**src/rtl/ram_72x8_master.sv**
```systemverilog
`default_nettype none
// ============================================================================
// Module   : ram_72x8_master
// Purpose  : Burst read/write initiator for a 72x8 DFF RAM with a
//            backpressurable one-entry read response register.
// Revision : 1.0
// ============================================================================
module ram_72x8_master #(
  parameter int DATA_W = 72,
  parameter int ADDR_W = 3
) (
  input  logic              clk,
  input  logic              rst,
  input  logic              req_valid,
  output logic              req_ready,
  input  logic              req_wr,
  input  logic [ADDR_W-1:0] req_addr,
  input  logic [ADDR_W-1:0] req_len,
  input  logic              wdata_valid,
  output logic              wdata_ready,
  input  logic [DATA_W-1:0] wdata,
  output logic              rsp_valid,
  input  logic              rsp_ready,
  output logic [DATA_W-1:0] rsp_data,
  output logic              rsp_last,
  output logic              wr_done,
  output logic              ram_en_n,
  output logic              ram_wr_n,
  output logic [ADDR_W-1:0] ram_addr,
  output logic [DATA_W-1:0] ram_din,
  input  logic [DATA_W-1:0] ram_dout
);

  typedef enum logic [1:0] {
    S_IDLE     = 2'd0,
    S_WRITE    = 2'd1,
    S_READ     = 2'd2,
    S_WAIT_RSP = 2'd3
  } state_t;

  state_t            r_state;
  state_t            w_next;
  logic [ADDR_W-1:0] r_addr;
  logic [ADDR_W-1:0] r_len;
  logic [ADDR_W-1:0] r_cnt;
  logic              r_rd_inflight;
  logic              r_rd_inflight_last;
  logic [DATA_W-1:0] r_rsp_data;
  logic              r_rsp_valid;
  logic              r_rsp_last;
  logic              r_wr_done;

  logic w_accept;
  logic w_wr_beat;
  logic w_rd_cmd;
  logic w_rsp_free;
  logic w_last_beat;

  // Response slot is free if empty or being drained this cycle.
  assign w_rsp_free  = !r_rsp_valid || rsp_ready;
  assign w_last_beat = (r_cnt == r_len);

  always_ff @(posedge clk or posedge rst) begin
    if (rst) r_state <= S_IDLE;
    else     r_state <= w_next;
  end

  always_comb begin
    w_next      = r_state;
    w_accept    = 1'b0;
    w_wr_beat   = 1'b0;
    w_rd_cmd    = 1'b0;
    req_ready   = 1'b0;
    wdata_ready = 1'b0;
    ram_en_n    = 1'b1;
    ram_wr_n    = 1'b1;
    ram_addr    = '0;
    ram_din     = '0;
    case (r_state)
      S_IDLE: begin
        req_ready = 1'b1;
        if (req_valid) begin
          w_accept = 1'b1;
          w_next   = req_wr ? S_WRITE : S_READ;
        end
      end
      S_WRITE: begin
        wdata_ready = 1'b1;
        if (wdata_valid) begin
          w_wr_beat = 1'b1;
          ram_en_n  = 1'b0;
          ram_wr_n  = 1'b0;
          ram_addr  = r_addr;
          ram_din   = wdata;
          if (w_last_beat) w_next = S_IDLE;
        end
      end
      S_READ: begin
        // One read outstanding at a time keeps the response slot single-entry.
        if (!r_rd_inflight && w_rsp_free) begin
          w_rd_cmd = 1'b1;
          ram_en_n = 1'b0;
          ram_addr = r_addr;
          if (w_last_beat) w_next = S_WAIT_RSP;
        end
      end
      S_WAIT_RSP: begin
        if (r_rsp_valid && rsp_ready && r_rsp_last) w_next = S_IDLE;
      end
      default: w_next = S_IDLE;
    endcase
  end

  always_ff @(posedge clk or posedge rst) begin
    if (rst) begin
      r_addr             <= '0;
      r_len              <= '0;
      r_cnt              <= '0;
      r_rd_inflight      <= 1'b0;
      r_rd_inflight_last <= 1'b0;
      r_rsp_data         <= '0;
      r_rsp_valid        <= 1'b0;
      r_rsp_last         <= 1'b0;
      r_wr_done          <= 1'b0;
    end else begin
      r_wr_done          <= w_wr_beat && w_last_beat;
      r_rd_inflight      <= w_rd_cmd;
      r_rd_inflight_last <= w_rd_cmd && w_last_beat;
      if (w_accept) begin
        r_addr <= req_addr;
        r_len  <= req_len;
        r_cnt  <= '0;
      end else if (w_wr_beat || w_rd_cmd) begin
        r_addr <= r_addr + 1'b1;
        r_cnt  <= r_cnt + 1'b1;
      end
      // Capture is unconditional: a read only issues when the slot will be free.
      if (r_rd_inflight) begin
        r_rsp_valid <= 1'b1;
        r_rsp_data  <= ram_dout;
        r_rsp_last  <= r_rd_inflight_last;
      end else if (r_rsp_valid && rsp_ready) begin
        r_rsp_valid <= 1'b0;
        r_rsp_last  <= 1'b0;
      end
    end
  end

  assign rsp_valid = r_rsp_valid;
  assign rsp_data  = r_rsp_data;
  assign rsp_last  = r_rsp_last;
  assign wr_done   = r_wr_done;

endmodule
`default_nettype wire

```
**config.mk**
```make
export PLATFORM = sky130hd
export DESIGN_NAME = ram_72x8_master
export DESIGN_NICKNAME = d
export VERILOG_FILES = /design/src/rtl/ram_72x8_master.sv
export SDC_FILE = /design/constraint.sdc
export NUM_CORES = 1
export LEC_CHECK = 0
export BUFFER_PORTS_ARGS = -buffer_cell sky130_fd_sc_hd__buf_2
export CAP_MARGIN = 20
export CORE_AREA = 4 4 119 121
export DETAILED_ROUTE_END_ITERATION = 8
export DIE_AREA = 0 0 123 125
export GPL_ROUTABILITY_DRIVEN = 0
export PLACE_DENSITY = 0.69
export SYNTH_ARGS = -nofsm -noshare
export SYNTH_HDL_FRONTEND = slang
export SYNTH_SLANG_ARGS = --single-unit
```
**constraint.sdc**
```tcl
create_clock -name clk -period 3.7 [get_ports clk]
set_input_delay 0.555 -clock clk [delete_from_list [all_inputs] [get_ports clk]]
set_output_delay 0.555 -clock clk [all_outputs]
set_load 0.02 [all_outputs]
```
Word level (Yosys, flattened, before mapping). Index checks and enable logic that the tools add are counted.

Equal/unequal tests: 10. $add $sub $neg: 2. Reductions and logical operators: 13. Multiplexer cells: 32.

Operators with widths (number): 72-bit 2-to-1 mux (2); 3-bit 2-to-1 mux (6); 1-bit 2-to-1 mux (14); 2-bit 2-to-1 mux (7); 2-bit != test, second input constant (6); 2-bit case mux with 4 select lines (1); 3-bit by 1-bit adder with 3-bit output, second input constant (2); 3-bit case mux with 2 select lines (1); 6-bit AND reduction (1); 1-bit logical AND (5); 2-bit equality test, second input constant (2); 2-bit nonzero test (2); 3-bit equality test (1); 2-bit by 1-bit equality test with 1-bit output, second input constant (1); 1-bit logical NOT (2); 2-bit logical NOT (1); 1-bit logical OR (2); 1-bit case mux with 2 select lines (1).

Input bits: 156. Output and inout port bits: 154. Bits in registers: 88.

Depth between registers and ports, before layout.
Depth in word-level cells: 8. Depth in mapped cells: 7.

Least setup slack after synthesis. No wires, ideal clock.

Kind: reg2out. From: reg r_state[1]. To: out ram_addr[0]. Buffers on the path: 0. Cell stages (with the launch flop): 6. Setup slack: 1.564 ns. Arrival time: 1.581 ns. Data required time: 3.145 ns. Cells stage by stage: dfrtp_1 -> inv_1 -> ha_1 -> nand2_1 -> o31ai_4 -> and3_1.

Cells in the longest elaborated chain, start to end: 2. Elaborated cells between the ends (all ways): 3.

Ends and longest elaborated chain: from (decl) (line 41) `state_t r_state;`; from (signal assigned) (line 65) `else r_state <= w_next;`; 2-bit equality test / 2-bit by 1-bit equality test with 1-bit output (equally long branches) (line 79) `case (r_state)`; 3-bit case mux with 2 select lines (*) (line 79); to (decl) (line 29) `output logic [ADDR_W-1:0] ram_addr,`.

Mark *: on every way between the ends. The rest lies on a longest branch, timed or not.

Worst setup path after layout. Ends and elaborated chain as after synthesis.

==> results_dict.tcl <==
set metrics [dict create \
    drt-wirelength-per-cell_um 16.0 \
    grt_pass1_wl_um 19700 \
    crit_type "register to primary output" \
    wl_um 13000 \
    initial_utilization_pct 31.0 \
    routed-via-count 3759 \
    ys_top_cells_by_area "dfrtp_1, mux2_2, and3_1, ha_1, clkbuf_1" \
    dieArea_mm2 0.0154 \
    synth_mux_area_share_pct 21.6 \
    top_level_ports 310 \
    grt_setup_unrepaired "false" \
    layout-drive-gt1-share_pct 65.2 \
    grt_max_degree 79 \
    finalMaxSlewViolations 0 \
    cts-resized-gates 0 \
    seq_area_frac_synth_pct 54.3 \
    synth_xor_area_share_pct 1.08 \
    hold_class "input port to async pin" \
    vdd.ir_drop.worst_v 0.000447 \
    synthTopCellsByCount "dfrtp_1, mux2_2, and3_1" \
    yosys.area_share.adder_pct 2.16 \
    postRouteAntennaNets 0 \
    n_fill_cell 1228 \
    drv_cap 0 \
    synth_edf_count 0 \
    core_mm2 0.0131 \
    fin_ws_ns 0.819 \
    grt_antenna_before_repair 2 \
    final-hold-violation-count 0 \
    clockBufferDepth 2 \
    yosys_warnings 0 \
    final_nets 791 \
    cts_root_buf "clkbuf_16" \
    yosysTopAreaCell "dfrtp_1" \
    drt_first_pass_iters 4 \
    port_buffers 309 \
    ys.flop_type "dfrtp_1" \
    worstRegToRegCells 7 \
    finalSetupTns_ns 0 \
    grt_pass1_vias 4006 \
    area_growth_pct 50.5 \
    pre_cts_slack_ns 1.20 \
    synth_top_family_by_area "multiplexers" \
    cts_sinks 88 \
    syn_area_per_cell_um2 12.3 \
    multi_input_area_mm2 0.00172 \
    cp.arrival_ns 2.33 \
    ys_seq_elements 88 \
    hold_ws_ns 0.329 \
    tightestPinTransition_ns 1.01 \
    yosysTopAreaCellShare_pct 54.3 \
    insertion_delay_ns 0.34 \
    dp_hpwl_um 10400 \
    track_usage_pct 16.2 \
    critPathLaunchType "register" \
    synthSimpleGateAreaFrac_pct 14.5 \
    synth_compound_gate_area_share_pct 2.90 \
    overflow 0 \
    finalSetupViolCount 0 \
    synth_cell_types 26 \
    synthesis.area_mm2 0.00406 \
    clk_pin_slew_ns 0.07 \
    crit_required_ns 3.14 \
    path_max_fanout 76 \
    die_x_um 123 \
    status "completed" \
    seq_area_mm2 0.00221 \
    yosysMostFrequentCell "dfrtp_1" \
    p_per_area_mw_per_mm2 896 \
    synth_nets 492 \
    syn_inst 329 \
    die_h_um 125 \
    post_cts.repair.setup_buffers 0 \
    cts_tree "yes" \
    postCtsHoldBufs 0 \
    drc 0 \
    end_kind "primary output" \
    min_period_over_period_pct 77.9 \
    ys_async_sr_fraction_pct 100 \
    p_leak_nw 3.47 \
    relSlewSlack_pct 32.5 \
    via_per_inst 4.64 \
    period_minus_slack_ns 2.88 \
    std_cell_rows 42 \
    p_total_w 0.00547 \
    fin_worst_skew_ns 0.00996 \
    htreeDepth 3 \
    drt_iter0_drc 103 \
    cts_buffers 9 \
    fmax_ghz 0.347 \
]
-- power breakdown --
group | internal (W) | switching, W
sequential | 0.00145 | 0.000399
combinational | 0.00115 | 0.00142
clock | 0.000667 | 0.000389
total | 0.00327 | 0.00220
-- critical path: stages, from the launching register on --
cell,delay (ns)
dfrtp_1,0.41
inv_1,0.12
ha_2,0.18
buf_4,0.45
nand2_1,0.25
o31ai_4,0.18
and3_1,0.23
buf_2,0.16
-- flip-flops by register name, indices dropped and copies added (netlist names) --
register	cells
rsp_data	72
r_addr	3
r_cnt	3
r_len	3
r_state	2
r_rd_inflight	1
r_rd_inflight_last	1
rsp_last	1
rsp_valid	1
wr_done	1
-- logic make-up (layout without fill, tap and decap cells) --
logic type,count (synthesis),count (layout)
compound gates,16,16
xor+xnor,5,5
fa+ha+maj,7,7
buf+inv,33,337
flops,88,88
mux,78,78
other cells,0,2
simple gates,102,102
-- through the flow --
step,area (um2),utilization (%),instances
floorplan,4060,-,329
global placement,5750,44.0,793
detailed placement,5750,44.0,793
CTS,6100,46.6,809
global route,6110,46.7,811
finish,6110,46.7,811
-- layer usage --
metal	vias up	wire length, um	GRT usage, %
met5	-	0	0
met4	0	302	7.36
met3	21	1430	5.51
met2	184	6690	29.7
met1	1793	4540	16.4
li1	1761	-	-
-- layout make-up --
type | instances | share of cell area [%]
repair buffers | 313 | 25.8
clock buffers | 9 | 3.69
inverters | 8 | 0.512
diodes | 2 | 0.0820
flip-flops and latches | 88 | 36.1
multi-input cells | 208 | 28.1
clock inverters | 7 | 2.03
well taps | 176 | 3.61
-- placed cells by master (no fill, tap or decap), drive strengths merged --
master,netlist,routed
ha,7,7
clkinvlp,0,1
o31a,1,1
and3b,1,1
nor2b,2,2
buf,11,313
o31ai,1,1
nand3,2,2
a31oi,3,3
diode,0,2
a31o,1,1
bufinv,0,3
dfrtp,88,88
a21oi,6,6
and3,75,75
mux2i,1,1
clkinv,0,1
o21ai,3,3
nor2,7,7
inv,8,10
nand3b,1,1
mux2,77,77
a221oi,1,1
nand2,12,12
xnor2,5,5
clkbuf,14,9
nor3,1,1
or3,1,1
-- final timing paths --
check,to,start,slack (ns)
max in group asynchronous,rsp_data[41]$_DFFE_PP0P_,rst,2.51
worst max register to register,r_addr[2]$_DFFE_PP0P_,r_state[1]$_DFFE_PP0P_,1.54
worst max-delay path,ram_addr[0],r_state[1]$_DFFE_PP0P_,0.82
worst min register to register,rsp_last$_DFFE_PP0P_,r_rd_inflight_last$_DFF_PP0_,0.45
worst min-delay path,rsp_data[33]$_DFFE_PP0P_,rst,0.33
min in group clk,rsp_data[33]$_DFFE_PP0P_,ram_dout[33],0.44
No activity file was read; power rests on OpenSTA's default activity.
